### src/rtl/mpadd_word_add.sv
// One word of a multi-precision add/subtract: optional B inversion, carry-in,
// carry-out and signed overflow for the word's MSB.
module mpadd_word_add #(
  parameter int unsigned WIDTH = 32
) (
  input  logic [WIDTH-1:0] a,
  input  logic [WIDTH-1:0] b,
  input  logic             sub,
  input  logic             cin,
  output logic [WIDTH-1:0] sum,
  output logic             cout,
  output logic             ovf
);

  logic [WIDTH-1:0] b_eff;
  logic [WIDTH:0]   full;

  always_comb begin
    b_eff = sub ? ~b : b;
    full  = {1'b0, a} + {1'b0, b_eff} + (WIDTH + 1)'(cin);
    sum   = full[WIDTH-1:0];
    cout  = full[WIDTH];
    // Signed overflow only matters for the top word, but is cheap to form per word.
    ovf   = (a[WIDTH-1] == b_eff[WIDTH-1]) && (sum[WIDTH-1] != a[WIDTH-1]);
  end

endmodule

### src/rtl/mpadd_seq.sv
// Streaming multi-precision adder/subtractor: LS word first, carry chained
// across words through a register, one registered result word per accept.
module mpadd_seq #(
  parameter int unsigned WIDTH = 32,
  parameter int unsigned CNT_W = 4
) (
  input  logic             clk,
  input  logic             srst,
  input  logic             in_valid,
  output logic             in_ready,
  input  logic [WIDTH-1:0] in_a,
  input  logic [WIDTH-1:0] in_b,
  input  logic             in_last,
  input  logic             in_sub,
  output logic             out_valid,
  input  logic             out_ready,
  output logic [WIDTH-1:0] out_data,
  output logic             out_last,
  output logic [CNT_W-1:0] out_idx,
  output logic             out_cout,
  output logic             out_ovf
);

  typedef enum logic {StFirst, StMid} state_t;

  state_t           state;
  logic             carry;
  logic             sub_r;
  logic             accept;
  logic             first;
  logic             sub_sel;
  logic             cin;
  logic [WIDTH-1:0] sum;
  logic             cout;
  logic             ovf;

  assign in_ready = !out_valid || out_ready;
  assign accept   = in_valid && in_ready;
  assign first    = (state == StFirst);
  // The first word takes mode live from the input; later words use the latched mode.
  assign sub_sel  = first ? in_sub : sub_r;
  assign cin      = first ? in_sub : carry;

  mpadd_word_add #(
    .WIDTH(WIDTH)
  ) u_word_add (
    .a   (in_a),
    .b   (in_b),
    .sub (sub_sel),
    .cin (cin),
    .sum (sum),
    .cout(cout),
    .ovf (ovf)
  );

  always_ff @(posedge clk) begin
    if (srst) begin
      state     <= StFirst;
      carry     <= 1'b0;
      sub_r     <= 1'b0;
      out_valid <= 1'b0;
      out_data  <= '0;
      out_last  <= 1'b0;
      out_idx   <= '0;
      out_cout  <= 1'b0;
      out_ovf   <= 1'b0;
    end else if (accept) begin
      carry     <= cout;
      if (first) sub_r <= in_sub;
      state     <= in_last ? StFirst : StMid;
      out_valid <= 1'b1;
      out_data  <= sum;
      out_last  <= in_last;
      // out_idx doubles as the word counter; wraps silently.
      out_idx   <= first ? '0 : out_idx + 1'b1;
      out_cout  <= in_last && cout;
      out_ovf   <= in_last && ovf;
    end else if (out_ready) begin
      out_valid <= 1'b0;
    end
  end

endmodule

### config.mk
export PLATFORM = sky130hd
export DESIGN_NAME = mpadd_seq
export DESIGN_NICKNAME = d
export VERILOG_FILES = /design/src/rtl/mpadd_word_add.sv /design/src/rtl/mpadd_seq.sv
export SDC_FILE = /design/constraint.sdc
export NUM_CORES = 1
export LEC_CHECK = 0
export CAP_MARGIN = 15
export CELL_PAD_IN_SITES_DETAIL_PLACEMENT = 1
export CELL_PAD_IN_SITES_GLOBAL_PLACEMENT = 1
export CORE_MARGIN = 4
export CORE_UTILIZATION = 37
export DETAILED_ROUTE_END_ITERATION = 12
export PLACE_DENSITY_LB_ADDON = 0.1
export SLEW_MARGIN = 25
export SYNTH_ARGS = -nofsm -noshare
export SYNTH_HDL_FRONTEND = slang
export SYNTH_SLANG_ARGS = --single-unit
### constraint.sdc
create_clock -name clk -period 10.6 [get_ports clk]
set_input_delay 2.65 -clock clk [delete_from_list [all_inputs] [get_ports clk]]
set_output_delay 2.65 -clock clk [all_outputs]
set_load 0.05 [all_outputs]
==> reports/metrics.cfg <==
[cells_and_area]
fin_nets=668
final_common_cell=clkdlybuf4s50_1
layout_common_cells=clkdlybuf4s50_1 (110), nand2_1 (67), a21oi_1 (52)
syn_to_final_growth_pct=35.8
drive_gt1_frac=0.0496
design_area_mm2=0.00491
postLayoutCoreUtil=0.524
fin_cells=694
fillers=1172
num_antenna_cells=0

[route]
avgRoutedWirePerCell_um=17.3
wl_um=12000
firstDrtPassIters=4
postRouteAntennaNets=0
dr.first_iter.drc_count=119
via_count=3822
drt-vias-per-instance=5.51
drcViolationCount=0

[timing]
rsz0062_at_grt=false
finClkSkew_ps=9.36
hold_violations=0
final.setup.tns_ps=0
min_period_over_period=0.636
holdWs_ps=458
setup_ws_ps=3860
max_slew.worst_pin.slew_ps=840
drv_slew=0
slew_headroom=0.437
clock.fmax_ghz=0.148
setup_viol=0
fin_crit_ps=6740

[global_route]
grt_pass1_wl_um=20000
track_usage=0.213
grt_max_degree=48
antenna_found_initial=0
overflow=0
grt_pass1_vias=4086

[worst_hold_path]
hold_class=reg2reg
hold_end=out_data[6]
hold_start=out_data[6]
holdPathStages=2

[critical_path]
endpoint_kind=output pin
crit_top_cell=clkdlybuf4s50_1
slowest_delay_ps=820
crit_required_ps=7950
r2r-start=state
crit_arrival_ps=4090
cp_max_fo=4
startpoint_type=input pin
critPathKind=in2out
reg2reg_depth=13
reg2reg_to=carry
crit_chain=clkdlybuf4s50_1 -> nand2b_1 -> clkdlybuf4s50_1
rrSetupSlack_ps=6380
critPathLaunch=out_ready
cp_slowest_cell=clkdlybuf4s50_1

[placed_design]
dp_cells=686
dp_slack_ps=3860
dpl_cell_area_mm2=0.00482
io_buffer_count=110
routabilityCongestion=0.831
dp.final_hpwl_um=9180

[clock_network]
cts-root-buf=clkbuf_8
h-tree-depth=2
clk_latency_ps=310
cts-resized-gates=0
clock_sinks=43
clockBufferDepth=2
cts_setup_buffers=0
path_clk_slew_ps=90
cts_hold_buf=0
cts_tree=yes
numCtsBuffers=5

[pwr]
p_per_area_mw_per_mm2=150
finalPower_mw=0.734
ir_worst_vdd_uv=68.1
p_leak_nw=1.84

[synth]
syn-cell-area_mm2=0.00361
syn_avg_cell_area_um2=7.70
synth_flop_cell=dfxtp_1
synthArstFlopShare=0
yosysWarnings=0
synth_nets=573
synth_cell_types=60
synth_cells=469
synth_edf_count=0
synth_seq_area_share=0.238
synth_seq_cells=43

[floorplanning]
start_util=0.386
core_mm2=0.00937
fp.dieArea_mm2=0.0114
num_io_pins=111
fp.dieW_um=107
die_h_um=107
placementRows=35

[run_status]
status=finished clean

[run]
cap_violations=0

cell usage after synthesis, drive strengths merged (7+ instances only):
library cell  count  share of area
ha               32           0.11
nor3             10          0.015
a211oi           11          0.024
xor2              7          0.017
inv              10          0.010
nand4             9          0.016
a21o             13          0.027
xnor2            44           0.11
nand2            67          0.070
dfxtp            43           0.24
nor2             24          0.025
a21oi            53          0.074
clkbuf           22          0.023
nand3            30          0.042
o21ai            21          0.029
per-layer routing:
layer | vias up | share of wire | routed length [um] | global-route usage
li1 | 1888 | - | - | -
met4 | 0 | 0.020 | 239 | 0.0603
met2 | 94 | 0.51 | 6120 | 0.391
met1 | 1822 | 0.43 | 5110 | 0.254
met3 | 18 | 0.042 | 504 | 0.0343
met5 | - | 0 | 0 | 0
worst max-delay path by stage:
stage,cells after the start,end,slack [ps]
2_1_floorplan,13,carry,4460
3_3_place_gp,3,in_ready,3890
3_5_place_dp,3,in_ready,3860
4_1_cts,3,in_ready,3850
5_1_grt,3,in_ready,3820
6_report,3,in_ready,3860
final cells by class:
type / instances / area (um^2) / share of cell area
Sequential cell: 43 / 861 / 0.175
Inverter: 11 / 41.3 / 0.00841
Tap cell: 129 / 161 / 0.0329
Clock inverter: 3 / 23.8 / 0.00484
Multi-Input combinational cell: 389 / 2620 / 0.534
Timing Repair Buffer: 114 / 1130 / 0.230
Clock buffer: 5 / 68.8 / 0.0140
kinds of logic after synthesis:
logic type | after synthesis | synth area share
multiplexers | 3 | 0.00866
buffers and inverters | 37 | 0.0398
flip-flops | 43 | 0.238
AND/OR/NAND/NOR | 165 | 0.215
XOR/XNOR | 51 | 0.124
adder cells (fa/ha/maj) | 34 | 0.122
AO/OA/AOI/OAI | 136 | 0.253
state kept, by name, summed over array words and instances (netlist names):
| register | cells |
|---|---|
| out_ovf | 1 |
| out_valid | 1 |
| out_data | 32 |
| out_idx | 4 |
| carry | 1 |
| state | 1 |
| out_cout | 1 |
| out_last | 1 |
| sub_r | 1 |
critical path, delay by kind of cell:
family | cells | cell delay (ps)
buffers and inverters | 2 | 1270
AND/OR/NAND/NOR | 1 | 160
power breakdown:
part	internal [mW]	total [mW]	switching (mW)
registers	0.183	0.196	0.0129
logic	0.166	0.422	0.256
clock network	0.0474	0.117	0.0693
(Power assumes the default switching activity.)
